$ cat config.mk
export PLATFORM = sky130hd
export DESIGN_NAME = vga_timing_gen
export DESIGN_NICKNAME = d
export VERILOG_FILES = /design/src/rtl/vga_timing_gen.sv
export SDC_FILE = /design/constraint.sdc
export NUM_CORES = 1
export LEC_CHECK = 0
export BUFFER_PORTS_ARGS = -buffer_cell sky130_fd_sc_hd__buf_2
export CAP_MARGIN = 20
export CORE_MARGIN = 2
export CORE_UTILIZATION = 35
export CTS_CLUSTER_SIZE = 24
export DETAILED_ROUTE_END_ITERATION = 10
export SKIP_LAST_GASP = 1
export SLEW_MARGIN = 10
export SYNTH_ARGS = -nofsm -noshare
export SYNTH_HDL_FRONTEND = slang
export SYNTH_SLANG_ARGS = --single-unit
$ cat constraint.sdc
create_clock -name CLOCK_25 -period 6 [get_ports CLOCK_25]
set_clock_uncertainty 0.15 [all_clocks]
set_input_delay 1.2 -clock CLOCK_25 [delete_from_list [all_inputs] [get_ports CLOCK_25]]
set_output_delay 1.2 -clock CLOCK_25 [all_outputs]
set_load 0.05 [all_outputs]
$ cat src/rtl/vga_timing_gen.sv
// vga_timing_gen
// 640x480@60 Hz VGA raster timing generator with a registered pin stage.
//
// Ports:
//   CLOCK_25     in   25 MHz pixel clock, all logic on the rising edge
//   reset_n      in   synchronous active-low reset
//   color[2:0]   in   pixel colour for the current (x, y); [2]=R [1]=G [0]=B
//   test_pattern in   (only with VGA_TEST_PATTERN_EN) replace colour with 8 vertical bars
//   x[11:0]      out  1-based pixel column in the active region, 0 in blanking
//   y[11:0]      out  1-based pixel row in the active region, 0 in blanking
//   vga_r/g/b    out  registered colour pins, forced to 0 outside the active region
//   hsync        out  horizontal sync, active low
//   vsync        out  vertical sync, active low
//   blank        out  high while the pins are outside the active region
//   frame_start  out  one-cycle pulse while the pins show pixel (1,1)
//
// Optional feature macro: VGA_TEST_PATTERN_EN (adds the test_pattern input).
//
// x/y are combinational from the counters (stage 0); every pin output is registered
// once from stage 0 so colour, syncs and blank share the same one-clock latency.

module vga_timing_gen #(
    parameter int unsigned H_ACTIVE = 640,
    parameter int unsigned H_FRONT  = 16,
    parameter int unsigned H_SYNC   = 96,
    parameter int unsigned H_BACK   = 48,
    parameter int unsigned V_ACTIVE = 480,
    parameter int unsigned V_FRONT  = 10,
    parameter int unsigned V_SYNC   = 2,
    parameter int unsigned V_BACK   = 33
) (
    input  logic        CLOCK_25,
    input  logic        reset_n,
    input  logic [2:0]  color,
`ifdef VGA_TEST_PATTERN_EN
    input  logic        test_pattern,
`endif
    output logic [11:0] x,
    output logic [11:0] y,
    output logic        vga_r,
    output logic        vga_g,
    output logic        vga_b,
    output logic        hsync,
    output logic        vsync,
    output logic        blank,
    output logic        frame_start
);

    localparam int unsigned H_TOTAL = H_ACTIVE + H_FRONT + H_SYNC + H_BACK;
    localparam int unsigned V_TOTAL = V_ACTIVE + V_FRONT + V_SYNC + V_BACK;

    localparam logic [11:0] HActiveC    = 12'(H_ACTIVE);
    localparam logic [11:0] HSyncStartC = 12'(H_ACTIVE + H_FRONT);
    localparam logic [11:0] HSyncEndC   = 12'(H_ACTIVE + H_FRONT + H_SYNC);
    localparam logic [11:0] HLastC      = 12'(H_TOTAL - 1);
    localparam logic [11:0] VActiveC    = 12'(V_ACTIVE);
    localparam logic [11:0] VSyncStartC = 12'(V_ACTIVE + V_FRONT);
    localparam logic [11:0] VSyncEndC   = 12'(V_ACTIVE + V_FRONT + V_SYNC);
    localparam logic [11:0] VLastC      = 12'(V_TOTAL - 1);

    // Stage 0: raster counters
    logic [11:0] h_cnt_q, h_cnt_d;
    logic [11:0] v_cnt_q, v_cnt_d;

    // Stage 1: pin registers
    logic [2:0]  rgb_q;
    logic        hsync_q;
    logic        vsync_q;
    logic        blank_q;
    logic        frame_start_q;

    logic        active;
    logic        hsync_raw;
    logic        vsync_raw;
    logic        first_pix;
    logic [2:0]  src_color;
    logic [2:0]  pix_color;

    always_comb begin
        h_cnt_d = h_cnt_q + 12'd1;
        v_cnt_d = v_cnt_q;
        if (h_cnt_q == HLastC) begin
            h_cnt_d = '0;
            v_cnt_d = (v_cnt_q == VLastC) ? '0 : v_cnt_q + 12'd1;
        end
    end

    assign active    = (h_cnt_q < HActiveC) && (v_cnt_q < VActiveC);
    assign hsync_raw = !((h_cnt_q >= HSyncStartC) && (h_cnt_q < HSyncEndC));
    assign vsync_raw = !((v_cnt_q >= VSyncStartC) && (v_cnt_q < VSyncEndC));
    assign first_pix = (h_cnt_q == 12'd0) && (v_cnt_q == 12'd0);

    assign x = active ? h_cnt_q + 12'd1 : 12'd0;
    assign y = active ? v_cnt_q + 12'd1 : 12'd0;

`ifdef VGA_TEST_PATTERN_EN
    // Eight equal-width bars across the active line, colour index = bar number
    localparam logic [11:0] BarWidthC = 12'(H_ACTIVE / 8);
    logic [2:0] bar_sel;
    assign bar_sel = 3'(h_cnt_q / BarWidthC);
`endif

    always_comb begin
        src_color = color;
`ifdef VGA_TEST_PATTERN_EN
        if (test_pattern) begin
            src_color = bar_sel;
        end
`endif
        // Colour presented during blanking is dropped here, not at the pins
        pix_color = active ? src_color : 3'b000;
    end

    always_ff @(posedge CLOCK_25) begin
        if (!reset_n) begin
            h_cnt_q       <= '0;
            v_cnt_q       <= '0;
            rgb_q         <= 3'b000;
            hsync_q       <= 1'b1;
            vsync_q       <= 1'b1;
            blank_q       <= 1'b1;
            frame_start_q <= 1'b0;
        end else begin
            h_cnt_q       <= h_cnt_d;
            v_cnt_q       <= v_cnt_d;
            rgb_q         <= pix_color;
            hsync_q       <= hsync_raw;
            vsync_q       <= vsync_raw;
            blank_q       <= !active;
            frame_start_q <= first_pix;
        end
    end

    assign vga_r       = rgb_q[2];
    assign vga_g       = rgb_q[1];
    assign vga_b       = rgb_q[0];
    assign hsync       = hsync_q;
    assign vsync       = vsync_q;
    assign blank       = blank_q;
    assign frame_start = frame_start_q;

endmodule

==> results of run 1 <==
layer usage:
layer  share of wire  track usage  vias to the layer above
met2            0.45        0.224                       43
li1                -            -                      777
met3           0.059       0.0375                        7
met4           0.014       0.0556                        0
met1            0.48        0.199                      695
met5               0            0                        -
final timing paths:
| kind | startpoint | endpoint | cells after the start |
|---|---|---|---|
| min | h_cnt_q[0] | h_cnt_q[0] | 1 |
| min reg2reg | h_cnt_q[0] | h_cnt_q[0] | 1 |
| max | v_cnt_q[9] | y[7] | 4 |
| max reg2reg | h_cnt_q[0] | v_cnt_q[7] | 5 |
through the flow:
step                       util  cells
final                     0.408    299
after detailed placement  0.390    292
after floorplan               -    213
after global routing      0.408    299
after global placement    0.390    292
after CTS                 0.408    299
layout by cell type, fill, tap and decap left out, types with 2 or more instances in the layout:
cell type	n
o211ai_1	2
clkbuf_8	6
o22ai_1	2
buf_2	30
nor4_1	5
xor2_1	8
and4_1	4
xnor2_1	7
nand2_1	20
nand3b_1	2
nor2_1	31
nor2b_1	2
o21ai_0	2
inv_1	7
or4_4	2
a31oi_1	4
conb_1	5
nand3_1	15
o21a_1	2
nor3_1	4
nand4bb_1	2
dfxtp_1	31
and3_1	4
nand4_1	11
a41oi_1	2
nand4b_1	2
ha_1	4
where the power goes:
| part | switching (mW) | leakage [nW] | internal [mW] | total [mW] |
|---|---|---|---|---|
| registers | 0.00275 | 0.252 | 0.210 | 0.212 |
| logic | 0.0332 | 0.505 | 0.00927 | 0.0424 |
| clock network | 0.0741 | 0.0470 | 0.0898 | 0.164 |
| total | 0.110 | 0.804 | 0.309 | 0.419 |
registers in the layout, summed over array words and instances, names as in the netlist:
register	flops
h_cnt_q	12
v_cnt_q	12
rgb_q	3
blank	1
frame_start	1
hsync	1
vsync	1
area by class of cell:
class,instances,area [um^2]
tap,67,83.8
inverter,7,26.3
sequential,31,621
fill,511,2830
timing repair buffer,30,150
multi-input combinational,157,983
clock buffer,6,82.6
clock inverter,1,5.00
synth_stat cells (all sizes together), types with 5 or more instances:
cell type,count
inv,7
clkbuf,9
nand2,21
nor2,31
nand3,15
nor4,6
dfxtp,31
buf,8
and3,5
nand4,11
xor2,8
xnor2,7
critical path: stages, from the launching register on:
cell     delay [ns]
dfxtp_1        0.36
nor3_1         0.39
nand4_1        0.69
a21oi_1        0.31
buf_2          0.30
cell families after synthesis:
group	count (synthesis)	synth area share
fa+ha+maj	4	0.0285
buf+inv	25	0.0942
xor+xnor	15	0.0749
simple gates	113	0.364
other cells	1	0.00214
flops	31	0.354
compound gates	20	0.0820
==> summary.txt, run 1 <==
Pwr
  • Maximum VDD drop: 0.000163 V
  • Lkg Pwr: 0.804 nW
  • Power, Total: 0.419 mW
  • Pwr dens: 215 nW/um^2

Critical path
  • Worst EP arrival: 2.34 ns
  • CP required: 4.65 ns
  • FF-to-FF setup slack: 3.65 ns
  • CP endpoint kind: output pin
  • Setup CP Type: flop to output pin
  • Critical-path maximum fanout: 18
  • Startpoint class of the critical path: flop

CTS
  • Clock root cell: clkbuf_8
  • H-tree levels: 2
  • CTS tree: done
  • Postcts setup bufs: 0
  • Clock Latency Late Sink: 0.28 ns
  • CTS buffer count: 5
  • Clock slew at reported path FFs: 0.06 ns
  • PostCTS Resize Cnt: 0
  • # hold bufs at CTS: 0
  • Clock buffer depth: 2
  • Clock sinks: 31

Synthesis
  • Cell Area, Synth: 1750 um^2
  • Yosys warning total: 0
  • Syn Area/Cell: 8.39 um^2
  • Top-area cell type share of the netlist area: 0.354
  • Flops & latches, synth: 31
  • Area leader, netlist: dfxtp_1
  • Synth async-reset ratio: 0
  • Seq/Total Area, Yosys: 0.354
  • Synth top area cells: dfxtp_1 (35%), nor2_1 (6.6%), nand2_1 (4.3%)
  • Number of flops mapped to enable cells by yosys: 0
  • Syn Inst Count: 209
  • Top_reg_cell synth: dfxtp_1
  • Post-synth cell types: 46

Global route
  • First-pass GRT wire length: 6190 um
  • Initial antenna violation count: 0
  • Largest net degree at the start of global routing: 19
  • Total track usage: 0.146
  • Vias in the first global route: 1329
  • Global route overflow: 0

STA
  • Fin. Hold Viols: 0
  • # setup viols final: 0
  • Post-route setup slack: 2.31 ns
  • Fin crit share: 0.614
  • Max Freq: 271 MHz
  • Rel. slew slack: 0.467
  • Max-slew violation count: 0
  • RSZ-0062 raised after global routing: false
  • Worst Max-Slew Pin Slew: 0.794 ns
  • Tmin final: 3.69 ns
  • Hold Slack: 0.340 ns
  • Setup TNS Final: 0 ns

Routing
  • DR pass1 iterations: 4
  • Post-route ant nets: 0
  • Vias: 1522
  • Number of remaining DRC errors: 0
  • WL per Instance: 12.6 um
  • Routed wire length: 3760 um
  • DR iter-0 viols: 102
  • Vias per Instance: 5.09

Run
  • # Max-Cap Violations: 0

Final layout
  • NumNets Final: 241
  • Syn-to-layout area delta: 11.3%
  • Post-route cell area: 1950 um^2
  • Share of layout cells above drive strength 1: 0.194
  • # diodes: 0

Floorplanning
  • Die width: 74.8 um
  • Die Ht: 74.8 um
  • Cell Rows: 25
  • Initial Util: 0.367
  • Core area: 4790 um^2
  • Num ports: 36
  • Die area: 5590 um^2

Outcome
  • Outcome: finished, final reports clean

Placement
  • Cell Area, Placed: 1860 um^2
  • PortBufs: 30
  • HPWL after detailed placement: 2660 um
  • Post-place setup slack: 2.52 ns
  • Final GP Congestion: 0.802

Hold path
  • HP Class: flop to flop
Power figures use the tool's default switching activity.
==> inputs of run 2 (changes only) <==
--- a/config.mk
+++ b/config.mk
@@ -5,6 +5,7 @@
 export SDC_FILE = /design/constraint.sdc
 export NUM_CORES = 1
 export LEC_CHECK = 0
+export ABC_AREA = 1
 export BUFFER_PORTS_ARGS = -buffer_cell sky130_fd_sc_hd__buf_2
 export CAP_MARGIN = 20
 export CORE_MARGIN = 2
==> constraint.sdc (replaced) <==
create_clock -name CLOCK_25 -period 3.35 [get_ports CLOCK_25]
set_clock_uncertainty 0.15 [all_clocks]
set_input_delay 0.67 -clock CLOCK_25 [delete_from_list [all_inputs] [get_ports CLOCK_25]]
set_output_delay 0.67 -clock CLOCK_25 [all_outputs]
set_load 0.05 [all_outputs]
==> run 2 against run 1 <==
Compared with the run above:
- critical path depth is 2 higher
- worst setup slack worse by 1.8 ns
- final cell count is 23% higher
- highest routed layer unchanged
- non-clock buffer count stayed put
- register-to-register slack worse by 2.1 ns
- critical endpoint unchanged
- cell area is 7.1% higher
- utilization is 0.68 points higher
- total power is 100% higher
- count of clock-buffer cells in the layout stayed put
- first-iteration DRC count is 13% lower
==> summary.txt, run 2 <==
Outcome
  • Outcome: finished, final reports clean

Critical path
  • CP endpoint kind: output pin
  • R2r startpoint: h_cnt_q[0]
  • Critical-path maximum fanout: 18
  • Worst EP arrival: 1.98 ns
  • Worst path cell trace: inv_1 > nand3_1 > nor2_1 > nand3_2 > a21oi_1 > buf_2
  • CP required: 2.53 ns
  • Worst Reg2Reg Path Length in Cells: 8
  • Slowest stage delay, CP: 0.37 ns
  • R2r endpoint: h_cnt_q[8]
  • FF-to-FF setup slack: 1.58 ns
  • Startpoint class of the critical path: flop
  • CP max-delay cell: nand3_2
  • Setup CP Type: flop to output pin

Final layout
  • Commonest non-fill, non-tap cell in the layout: nand2_1
  • Syn-to-layout area delta: 16.4%
  • Top Registers: h_cnt_q x12, v_cnt_q x12, rgb_q x3
  • Most frequent cells in the layout: nand2_1 (59), nor2_1 (56), inv_1 (33)
  • Share of layout cells above drive strength 1: 0.198
  • Fillers: 557
  • NumNets Final: 306
  • # diodes: 0
  • Final Util: 0.415

Routing
  • Number of remaining DRC errors: 0
  • DR iter-0 viols: 89
  • Vias: 1629
  • Vias per Instance: 4.43
  • WL per Instance: 10.6 um
  • Post-route ant nets: 0
  • DR pass1 iterations: 6
  • Routed wire length: 3910 um

Synthesis
  • Most instantiated library cell after synthesis: nand2_1
  • Top-area cell type share of the netlist area: 0.346
  • Syn Inst Count: 266
  • Area leader, netlist: dfxtp_1
  • Post-synth cell types: 25
  • Seq/Total Area, Yosys: 0.346
  • Commonest cells in the netlist: nand2_1 (59), nor2_1 (56), inv_1 (33)
  • Cell Area, Synth: 1800 um^2
  • Top_reg_cell synth: dfxtp_1
  • Flops & latches, synth: 31
  • Synth top area cells: dfxtp_1 (35%), nand2_1 (12%), nor2_1 (12%)
  • Syn Area/Cell: 6.75 um^2
  • Yosys warning total: 0
  • Synth async-reset ratio: 0
  • Number of flops mapped to enable cells by yosys: 0

CTS
  • H-tree levels: 2
  • CTS tree: done
  • Postcts setup bufs: 0
  • Clock buffer depth: 2
  • # hold bufs at CTS: 0
  • CTS buffer count: 5
  • PostCTS Resize Cnt: 0
  • Clock sinks: 31
  • Clock root cell: clkbuf_8
  • Clock slew at reported path FFs: 0.06 ns
  • Clock Latency Late Sink: 0.28 ns

STA
  • RSZ-0062 raised after global routing: false
  • Setup TNS Final: 0 ns
  • Fin. Hold Viols: 0
  • Max Freq: 357 MHz
  • Tmin final: 2.80 ns
  • # setup viols final: 0
  • Max-slew violation count: 0
  • Fin crit share: 0.835
  • Post-route setup slack: 0.552 ns

Floorplanning
  • Die width: 75.6 um
  • Num ports: 36
  • Core area: 5040 um^2
  • Cell Rows: 26
  • Die area: 5720 um^2
  • Die Ht: 75.6 um
  • Initial Util: 0.356

Hold path
  • Hold Path End: h_cnt_q[11]
  • Hold Path Stages: 2
  • HP Class: flop to flop
  • HP Start: h_cnt_q[11]

Run
  • # Max-Cap Violations: 0

Global route
  • Total track usage: 0.151
  • Global route overflow: 0
  • Initial antenna violation count: 0
  • First-pass GRT wire length: 6510 um
  • Vias in the first global route: 1467
  • Largest net degree at the start of global routing: 19

Pwr
  • Maximum VDD drop: 0.000181 V
  • Power, Total: 0.839 mW
  • Lkg Pwr: 0.940 nW
  • Pwr dens: 401 nW/um^2

Placement
  • Post-place setup slack: 0.846 ns
  • PortBufs: 30
  • HPWL after detailed placement: 2990 um
  • Final GP Congestion: 0.881
-- run 2: power by group --
| part | switching [mW] | internal (mW) | leakage (nW) |
|---|---|---|---|
| sequential | 0.00394 | 0.376 | 0.252 |
| clock | 0.141 | 0.241 | 0.0612 |
| combinational | 0.0619 | 0.0159 | 0.627 |
| total | 0.207 | 0.632 | 0.940 |
-- run 2: metrics by stage --
step           cells  cell area (um^2)  hold WS (ns)
6_report         368              2090         0.311
5_1_grt          368              2090         0.359
4_1_cts          368              2090         0.312
3_5_place_dp     360              1970         0.302
3_3_place_gp     360              1970         0.305
2_1_floorplan    270              1810         0.285
-- run 2: kinds of logic after synthesis --
group / after synthesis / synth area share
simple gates: 156 / 0.385
compound gates: 17 / 0.0683
flops: 31 / 0.346
fa+ha+maj: 4 / 0.0279
other cells: 1 / 0.00209
buf+inv: 46 / 0.117
xor+xnor: 11 / 0.0537
-- run 2: critical path: cells and delay by family, from the launching register on --
family	cells	cell delay [ns]
and+or+nand+nor	3	0.74
AOI/OAI and AO/OA	1	0.24
DFF	1	0.33
buffers and inverters	2	0.38
-- run 2: how the worst max path moves through the flow --
stage	from	to	depth (start not counted)
after floorplan	h_cnt_q[0]	x[8]	5
final	v_cnt_q[10]	y[7]	6
after global routing	v_cnt_q[10]	y[7]	6
after CTS	v_cnt_q[10]	y[7]	6
after global placement	v_cnt_q[10]	y[7]	6
after detailed placement	v_cnt_q[10]	y[7]	6
-- run 2: cell type report --
| type | count | area [um^2] | area share |
|---|---|---|---|
| clock buffers | 6 | 82.6 | 0.0395 |
| clock inverters | 2 | 35.0 | 0.0168 |
| inverters | 36 | 135 | 0.0646 |
| multi-input cells | 193 | 980 | 0.469 |
| flip-flops and latches | 31 | 621 | 0.297 |
| well taps | 70 | 87.6 | 0.0419 |
| repair buffers | 30 | 150 | 0.0718 |
-- run 2: per-layer routing --
layer / vias to the layer above / GRT usage / part of all wire
met4: 0 / 0.0604 / 0.010
met2: 21 / 0.242 / 0.46
met1: 720 / 0.196 / 0.51
met3: 4 / 0.0357 / 0.026
li1: 884 / - / -
met5: - / 0 / 0
